**config.mk**
```make
export PLATFORM = sky130hd
export DESIGN_NAME = lpddr_cmd_sched
export DESIGN_NICKNAME = d
export VERILOG_FILES = /design/src/rtl/lpddr_pkg.sv /design/src/rtl/lpddr_ref_timer.sv /design/src/rtl/lpddr_cmd_sched.sv
export SDC_FILE = /design/constraint.sdc
export NUM_CORES = 1
export LEC_CHECK = 0
export BUFFER_PORTS_ARGS = -buffer_cell sky130_fd_sc_hd__buf_2
export CAP_MARGIN = 20
export CORE_UTILIZATION = 35
export DETAILED_ROUTE_END_ITERATION = 6
export GPL_TIMING_DRIVEN = 0
export PLACE_DENSITY = 0.66
export SLEW_MARGIN = 20
export SYNTH_ARGS = -nofsm -noshare
export SYNTH_HDL_FRONTEND = slang
export SYNTH_SLANG_ARGS = --single-unit
```
**constraint.sdc**
```tcl
create_clock -name clk -period 5.1 [get_ports clk]
set_input_delay 0.255 -clock clk [delete_from_list [all_inputs] [get_ports clk]]
set_output_delay 0.255 -clock clk [all_outputs]
set_load 0.05 [all_outputs]
```
**src/rtl/lpddr_pkg.sv**
```systemverilog
// Shared definitions for the mobile-DDR command scheduler: command encodings,
// scheduler states and address/counter widths.
package lpddr_pkg;

  localparam int BA_W   = 2;
  localparam int ADDR_W = 14;
  localparam int CNT_W  = 16;

  // {cs_n, ras_n, cas_n, we_n}
  localparam logic [3:0] CMD_DESEL = 4'b1111;
  localparam logic [3:0] CMD_NOP   = 4'b0111;
  localparam logic [3:0] CMD_ACT   = 4'b0011;
  localparam logic [3:0] CMD_RD    = 4'b0101;
  localparam logic [3:0] CMD_WR    = 4'b0100;
  localparam logic [3:0] CMD_PRE   = 4'b0010;
  localparam logic [3:0] CMD_REF   = 4'b0001;
  localparam logic [3:0] CMD_MRS   = 4'b0000;

  localparam logic [ADDR_W-1:0] ADDR_A10_ALL = 14'h0400;
  localparam logic [BA_W-1:0]   BA_EMR       = 2'b10;

  typedef enum logic [3:0] {
    S_INIT_WAIT, S_PREA,  S_W_RP,   S_REF1,
    S_W_RFC1,    S_REF2,  S_W_RFC2, S_MRS,
    S_W_MRD1,    S_EMRS,  S_W_MRD2, S_IDLE,
    S_R_PREA,    S_R_W_RP, S_R_REF, S_R_W_RFC
  } sched_state_e;

  // Host commands that are forwarded to the pins; anything else becomes a NOP.
  function automatic logic host_cmd_issuable(input logic [3:0] cmd);
    return (cmd == CMD_ACT) || (cmd == CMD_RD) || (cmd == CMD_WR) || (cmd == CMD_PRE);
  endfunction

endpackage

```
**src/rtl/lpddr_ref_timer.sv**
```systemverilog
// Refresh interval timer: free-running once enabled, raises a pending flag on
// each expiry and a sticky overrun flag if the previous refresh is still owed.
module lpddr_ref_timer
  import lpddr_pkg::*;
#(
  parameter int T_REFI_CYC = 390
) (
  input  logic clk,
  input  logic rst,
  input  logic enable,
  input  logic ref_issue,
  output logic ref_pending,
  output logic ref_overrun
);

  localparam logic [CNT_W-1:0] RELOAD = CNT_W'(T_REFI_CYC - 1);

  logic [CNT_W-1:0] cnt_q, cnt_d;
  logic             pending_q, pending_d;
  logic             overrun_q, overrun_d;
  logic             expire;

  always_comb begin
    cnt_d     = cnt_q;
    pending_d = pending_q;
    overrun_d = overrun_q;
    expire    = 1'b0;
    if (!enable) begin
      cnt_d = RELOAD;
    end else if (cnt_q == '0) begin
      cnt_d  = RELOAD;
      expire = 1'b1;
    end else begin
      cnt_d = cnt_q - 1'b1;
    end
    if (ref_issue) pending_d = 1'b0;
    // A refresh issuing in the expiry cycle retires the old request, so no overrun.
    if (expire) begin
      pending_d = 1'b1;
      if (pending_q && !ref_issue) overrun_d = 1'b1;
    end
  end

  always_ff @(posedge clk or posedge rst) begin
    if (rst) begin
      cnt_q     <= RELOAD;
      pending_q <= 1'b0;
      overrun_q <= 1'b0;
    end else begin
      cnt_q     <= cnt_d;
      pending_q <= pending_d;
      overrun_q <= overrun_d;
    end
  end

  assign ref_pending = pending_q;
  assign ref_overrun = overrun_q;

endmodule

```
**src/rtl/lpddr_cmd_sched.sv**
```systemverilog
// Mobile-DDR command scheduler: power-up init, then host commands vs. auto-refresh.
// Optional statistics counters are enabled with the LPDDR_SCHED_STATS_EN macro.
module lpddr_cmd_sched
  import lpddr_pkg::*;
#(
  parameter int          T_INIT_CYC = 10000,
  parameter int          T_REFI_CYC = 390,
  parameter int          T_RP_CYC   = 2,
  parameter int          T_RFC_CYC  = 5,
  parameter int          T_MRD_CYC  = 2,
  parameter logic [13:0] MR_VAL     = 14'h0032,
  parameter logic [13:0] EMR_VAL    = 14'h0000
) (
  input  logic        clk,
  input  logic        rst,
  input  logic        host_valid,
  output logic        host_ready,
  input  logic [3:0]  host_cmd,
  input  logic [1:0]  host_ba,
  input  logic [13:0] host_addr,
  output logic        ram_cke,
  output logic [3:0]  ram_cmd_n,
  output logic [1:0]  ram_ba,
  output logic [13:0] ram_addr,
  output logic        init_done,
  output logic        ref_overrun
`ifdef LPDDR_SCHED_STATS_EN
  ,
  output logic [15:0] ref_count,
  output logic [15:0] host_stall_cyc
`endif
);

  localparam logic [CNT_W-1:0] INIT_LOAD = CNT_W'(T_INIT_CYC - 1);
  localparam logic [CNT_W-1:0] RP_LOAD   = CNT_W'(T_RP_CYC - 1);
  localparam logic [CNT_W-1:0] RFC_LOAD  = CNT_W'(T_RFC_CYC - 1);
  localparam logic [CNT_W-1:0] MRD_LOAD  = CNT_W'(T_MRD_CYC - 1);

  sched_state_e      state_q, state_d;
  logic [CNT_W-1:0]  cnt_q, cnt_d;
  logic              cke_q, cke_d;
  logic [3:0]        cmd_q, cmd_d;
  logic [BA_W-1:0]   ba_q, ba_d;
  logic [ADDR_W-1:0] addr_q, addr_d;
  logic              init_done_q, init_done_d;
  logic              ref_pending;
  logic              cnt_zero;

  assign cnt_zero   = (cnt_q == '0);
  assign host_ready = (state_q == S_IDLE) && !ref_pending;

  lpddr_ref_timer #(.T_REFI_CYC(T_REFI_CYC)) u_ref_timer (
    .clk        (clk),
    .rst        (rst),
    .enable     (init_done_q),
    .ref_issue  (state_q == S_R_REF),
    .ref_pending(ref_pending),
    .ref_overrun(ref_overrun)
  );

  // Each state decides the command driven on the pins in the following cycle.
  always_comb begin
    state_d     = state_q;
    cnt_d       = cnt_q;
    cke_d       = cke_q;
    cmd_d       = cke_q ? CMD_NOP : CMD_DESEL;
    ba_d        = ba_q;
    addr_d      = addr_q;
    init_done_d = init_done_q;
    unique case (state_q)
      S_INIT_WAIT: begin
        if (cnt_zero) begin
          cke_d   = 1'b1;
          state_d = S_PREA;
        end else begin
          cnt_d = cnt_q - 1'b1;
        end
      end
      S_PREA, S_R_PREA: begin
        cmd_d   = CMD_PRE;
        addr_d  = ADDR_A10_ALL;
        cnt_d   = RP_LOAD;
        state_d = (state_q == S_PREA) ? S_W_RP : S_R_W_RP;
      end
      S_REF1, S_REF2, S_R_REF: begin
        cmd_d   = CMD_REF;
        cnt_d   = RFC_LOAD;
        state_d = (state_q == S_REF1) ? S_W_RFC1 :
                  (state_q == S_REF2) ? S_W_RFC2 : S_R_W_RFC;
      end
      S_MRS: begin
        cmd_d   = CMD_MRS;
        ba_d    = '0;
        addr_d  = MR_VAL;
        cnt_d   = MRD_LOAD;
        state_d = S_W_MRD1;
      end
      S_EMRS: begin
        cmd_d   = CMD_MRS;
        ba_d    = BA_EMR;
        addr_d  = EMR_VAL;
        cnt_d   = MRD_LOAD;
        state_d = S_W_MRD2;
      end
      S_W_RP, S_W_RFC1, S_W_RFC2, S_W_MRD1, S_W_MRD2, S_R_W_RP, S_R_W_RFC: begin
        if (!cnt_zero) begin
          cnt_d = cnt_q - 1'b1;
        end else begin
          unique case (state_q)
            S_W_RP:   state_d = S_REF1;
            S_W_RFC1: state_d = S_REF2;
            S_W_RFC2: state_d = S_MRS;
            S_W_MRD1: state_d = S_EMRS;
            S_R_W_RP: state_d = S_R_REF;
            S_W_MRD2: begin
              state_d     = S_IDLE;
              init_done_d = 1'b1;
            end
            default:  state_d = S_IDLE;
          endcase
        end
      end
      S_IDLE: begin
        if (ref_pending) begin
          state_d = S_R_PREA;
        end else if (host_valid && host_cmd_issuable(host_cmd)) begin
          cmd_d  = host_cmd;
          ba_d   = host_ba;
          addr_d = host_addr;
        end
      end
      default: state_d = S_INIT_WAIT;
    endcase
  end

  always_ff @(posedge clk or posedge rst) begin
    if (rst) begin
      state_q     <= S_INIT_WAIT;
      cnt_q       <= INIT_LOAD;
      cke_q       <= 1'b0;
      cmd_q       <= CMD_DESEL;
      ba_q        <= '0;
      addr_q      <= '0;
      init_done_q <= 1'b0;
    end else begin
      state_q     <= state_d;
      cnt_q       <= cnt_d;
      cke_q       <= cke_d;
      cmd_q       <= cmd_d;
      ba_q        <= ba_d;
      addr_q      <= addr_d;
      init_done_q <= init_done_d;
    end
  end

  assign ram_cke   = cke_q;
  assign ram_cmd_n = cmd_q;
  assign ram_ba    = ba_q;
  assign ram_addr  = addr_q;
  assign init_done = init_done_q;

`ifdef LPDDR_SCHED_STATS_EN
  logic [15:0] ref_count_q, ref_count_d;
  logic [15:0] stall_q, stall_d;

  always_comb begin
    ref_count_d = ref_count_q;
    stall_d     = stall_q;
    if (state_q == S_R_REF) ref_count_d = ref_count_q + 16'd1;
    if (init_done_q && host_valid && !host_ready && (stall_q != 16'hFFFF))
      stall_d = stall_q + 16'd1;
  end

  always_ff @(posedge clk or posedge rst) begin
    if (rst) begin
      ref_count_q <= '0;
      stall_q     <= '0;
    end else begin
      ref_count_q <= ref_count_d;
      stall_q     <= stall_d;
    end
  end

  assign ref_count      = ref_count_q;
  assign host_stall_cyc = stall_q;
`endif

endmodule

```
==> results <==
- The flow ran to the end, and the final reports show no timing, DRC or antenna violations.
- The total power density per cell area is 331 nW/um^2.
- Synthesis handed over a netlist of 308 instances.
- At the pin with the least slew margin, the transition time is 0.720 ns.
- The die is 94.8 um wide.
- The root buffer selected by CTS is sky130_fd_sc_hd__clkbuf_8.
- Including well taps, the total number of placed cells is 460.
- The number of setup buffers added after CTS is 0.
- The aggregate global-route resource usage is 15.9%.
- Data arrives at the worst endpoint at 2.81 ns.
- For this block, the initial DRC count from the detailed router was 111.
- The end of the worst hold path is ram_cmd_n[2]$_DFF_PP1_.
- The number of endpoints with negative hold slack in the final report came to 0.
- The number of global-route vias before repair is 2304.
- The initial core utilization is 36.3%.
- With fillers left out, the area of the finished cells amounts to 3650 um^2.
- The type of element launching the critical path is a flip-flop.
- The clock insertion delay at the later pin of the skew report is 0.34 ns.
- The setup violation total in the final timing report is 0.
- The async set-reset flop share out of synthesis is 100%.
- The share of Yosys cell area claimed by the top area cell type is 36.5%.
- The final antenna diode count is 0.
- Yosys attributes the largest share of cell area to sky130_fd_sc_hd__dfrtp_1 (36%), sky130_fd_sc_hd__dfstp_2 (14%), sky130_fd_sc_hd__nor2_1 (4.6%).
- The total clock buffers created by CTS is 9.
- In the synthesized netlist, the cells that appear most often are sky130_fd_sc_hd__dfrtp_1 (44), sky130_fd_sc_hd__nor2_1 (37), sky130_fd_sc_hd__nand2_1 (24).
- The worst flop-to-flop path startpoint is u_ref_timer.cnt_q[10]$_DFF_PP0_.
- Measured against its own limit, the worst slew margin works out to 51.5%.
- The area of the multi-input gates is 1410 um^2.
- Counting flops with a built-in enable in the synthesized netlist gives 0.
- The number of max-slew violations in the final report was 0.
- The first global-routing pass estimated 11.0 mm of wire.
- Setup repair after global routing left no endpoint under its margin.
- Sequential elements use 50.4% of the synthesized area.
- The leakage power summed over all cells is 1.69 nW.
- Of all nets on the critical path, the largest fanout is 10.
- The global placer's final weighted congestion is 0.897.
- The layout has 787 filler cells.
- For the final database, setup skew stands at 0.0124 ns.
- In the final routed layout, each cell accounts on average for 14.0 um.
- For this block, the routed nets add up to 6.70 mm of wire.
- STA puts the critical path data required time at 5.32 ns.
- The placed instances occupy a cell area of 3410 um^2.
- Across all register-to-register paths, the minimum setup slack is 2.51 ns.
- The die span in y is 94.8 um.
- The number of hold buffers added after CTS was 1.
- STA classifies the critical path endpoint as a flip-flop.
- The post-synthesis cell type count is 45.
- The floorplan has 33 rows.
- The floorplan core area is 8300 um^2.
- The initial antenna violation count is 0.
- The path category of the worst min-delay check is in -> reg.
- The cell type with the highest aggregate area in the netlist is sky130_fd_sc_hd__dfrtp_1.
- The remaining antenna violation count after routing is 0.
- The detailed router placed 2494 vias in this run.
- CTS built an H-tree with a depth of 3.
- The tree built by TritonCTS fans out to 60 sinks.
- The first TritonRoute pass finished after 6 iterations.
- The growth of design area from synthesis to finish is 21.2%.
- The post-CTS resize count is 0.
- The number of I/O port buffers is 46.
- The worst-case vdd ir drop is 0.219 mV.
- 47 I/O pins were placed.
- The fraction of final layout cells sized beyond drive strength 1 is 23.9%.
- The count of cells along the worst hold path is 2.
- The mean area per synthesized cell is 9.79 um^2.
- The maximum clock frequency is 386 MHz.
- The worst register-to-register path ends at u_ref_timer.cnt_q[11]$_DFF_PP0_.
- The post-route minimum period is 2.59 ns.
- The CTS tree is done.
- For this run, the number of Yosys warnings is 0.
- After legalization and detailed placement, the total HPWL measured 4.72 mm.
- The clock transition time at the flip-flop clock pins of the worst setup and hold paths is 0.07 ns.
- The clock passes through at most 2 buffers.
- The flip-flop and latch area is 1520 um^2.
- The number of synthesized register bits is 60.
- Across the run, the number of max-cap violations was 0.
- In this run the most critical hold path is launched from host_cmd[1].
- The total chip power is 1.21 mW.
- The area of the die is 8990 um^2.
- Summed over all failing endpoints, the final setup total negative slack is 0 ns.
- The via-per-instance ratio is 5.23.
- For the worst flop-to-flop path, the logic depth is 6.
- The largest net degree at the start of global routing is 55.
- By startpoint and endpoint, the worst setup path is classified as reg -> reg.
- The area of the mapped netlist is 3020 um^2.
- The final non-filler cell total is 477.
- The leftover overflow at the end of global routing is 0.
- The final net count is 393.
- Among all cell types in the netlist, the one instantiated most often is sky130_fd_sc_hd__dfrtp_1.
- The final cycle utilization of the critical path is 50.8%.
- The synthesized net count is 334.
- The residual DRC count is 0.
- For this run, the leading register cell type out of synthesis is sky130_fd_sc_hd__dfrtp_1.
area by class of cell:
type / count / area share [%]
buffer: 13 / 1.37
clock buffer: 13 / 4.62
clock inverter: 3 / 1.85
inverter: 9 / 0.993
multi-input combinational: 226 / 38.6
sequential: 60 / 41.6
tap: 105 / 3.59
timing repair buffer: 48 / 7.33
routing by layer:
metal / wire length, um / vias to the layer above / GRT usage (%) / part of all wire (%)
met2: 3170 / 54 / 24.3 / 47
li1: - / 1217 / - / -
met3: 261 / 12 / 4.59 / 3.9
met4: 85 / 0 / 5.68 / 1.3
met5: 0 / - / 0 / 0
met1: 3190 / 1211 / 21.5 / 48
worst max-delay path by stage:
stage	to	slack, ns	from
floorplan	u_ref_timer.cnt_q[15]$_DFF_PP0_	2.60	u_ref_timer.cnt_q[10]$_DFF_PP0_
global placement	u_ref_timer.cnt_q[9]$_DFF_PP0_	2.55	u_ref_timer.cnt_q[10]$_DFF_PP0_
detailed placement	u_ref_timer.cnt_q[5]$_DFF_PP0_	2.52	u_ref_timer.cnt_q[10]$_DFF_PP0_
CTS	u_ref_timer.cnt_q[5]$_DFF_PP0_	2.50	u_ref_timer.cnt_q[10]$_DFF_PP0_
global route	u_ref_timer.cnt_q[14]$_DFF_PP0_	2.33	u_ref_timer.cnt_q[10]$_DFF_PP0_
finish	u_ref_timer.cnt_q[11]$_DFF_PP0_	2.51	u_ref_timer.cnt_q[10]$_DFF_PP0_
cells in the final DEF, fill, tap and decap left out, types with 3 or more instances in the layout:
cell type,count
sky130_fd_sc_hd__or3_1,3
sky130_fd_sc_hd__a22o_1,11
sky130_fd_sc_hd__clkbuf_8,12
sky130_fd_sc_hd__nor3b_1,3
sky130_fd_sc_hd__buf_2,47
sky130_fd_sc_hd__xnor2_1,14
sky130_fd_sc_hd__mux2_2,4
sky130_fd_sc_hd__dfstp_2,16
sky130_fd_sc_hd__nor2b_1,3
sky130_fd_sc_hd__or4_4,3
sky130_fd_sc_hd__nor2_1,37
sky130_fd_sc_hd__inv_1,8
sky130_fd_sc_hd__o211ai_1,6
sky130_fd_sc_hd__nand4b_1,4
sky130_fd_sc_hd__nand2_1,24
sky130_fd_sc_hd__o21ai_0,13
sky130_fd_sc_hd__or4_1,6
sky130_fd_sc_hd__nand3b_1,3
sky130_fd_sc_hd__a21o_1,8
sky130_fd_sc_hd__ha_1,3
sky130_fd_sc_hd__dfrtp_1,44
sky130_fd_sc_hd__nand2b_1,4
sky130_fd_sc_hd__a21oi_1,17
sky130_fd_sc_hd__clkbuf_1,11
sky130_fd_sc_hd__nand3_1,10
sky130_fd_sc_hd__nor3_1,10
sky130_fd_sc_hd__nor4_1,6
sky130_fd_sc_hd__xor2_1,11
critical path: stages (launching register included):
cell and delay, ns:
sky130_fd_sc_hd__dfrtp_1 0.39, sky130_fd_sc_hd__or4_4 0.55, sky130_fd_sc_hd__or4_4 0.43, sky130_fd_sc_hd__or4_4 0.52
sky130_fd_sc_hd__o21ai_0 0.24, sky130_fd_sc_hd__buf_2 0.27, sky130_fd_sc_hd__nor2_1 0.08
registers in the layout, summed over array words and instances (netlist names):
| register | cells |
|---|---|
| state_q | 4 |
| ram_addr | 14 |
| u_ref_timer.ref_pending | 1 |
| ram_cke | 1 |
| ram_cmd_n | 4 |
| ram_ba | 2 |
| u_ref_timer.ref_overrun | 1 |
| u_ref_timer.cnt_q | 16 |
| init_done | 1 |
| cnt_q | 16 |
cells by family (layout without fill, tap and decap cells):
family / after synthesis / in the layout / share of synthesized area [%]
buf+inv: 22 / 86 / 2.78
flops: 60 / 60 / 50.4
mux: 4 / 4 / 1.49
fa+ha+maj: 3 / 3 / 1.24
compound gates: 68 / 68 / 14.9
xor+xnor: 25 / 25 / 7.26
simple gates: 126 / 126 / 21.9
report_power, final:
group / leakage (nW) / internal [mW] / switching, mW / total, mW
registers: 0.707 / 0.505 / 0.0137 / 0.518
logic: 0.867 / 0.0504 / 0.139 / 0.189
clock network: 0.116 / 0.316 / 0.188 / 0.503
total: 1.69 / 0.871 / 0.340 / 1.21
per-stage QoR:
stage | util, % | setup WS [ns] | hold slack [ns]
6_report | 44.0 | 2.51 | 0.124
3_3_place_gp | 40.7 | 2.55 | 0.434
5_1_grt | 44.0 | 2.33 | 0.130
3_5_place_dp | 41.1 | 2.52 | 0.150
2_1_floorplan | - | 2.60 | 0.344
4_1_cts | 44.0 | 2.50 | 0.112
(Power assumes the default switching activity.)
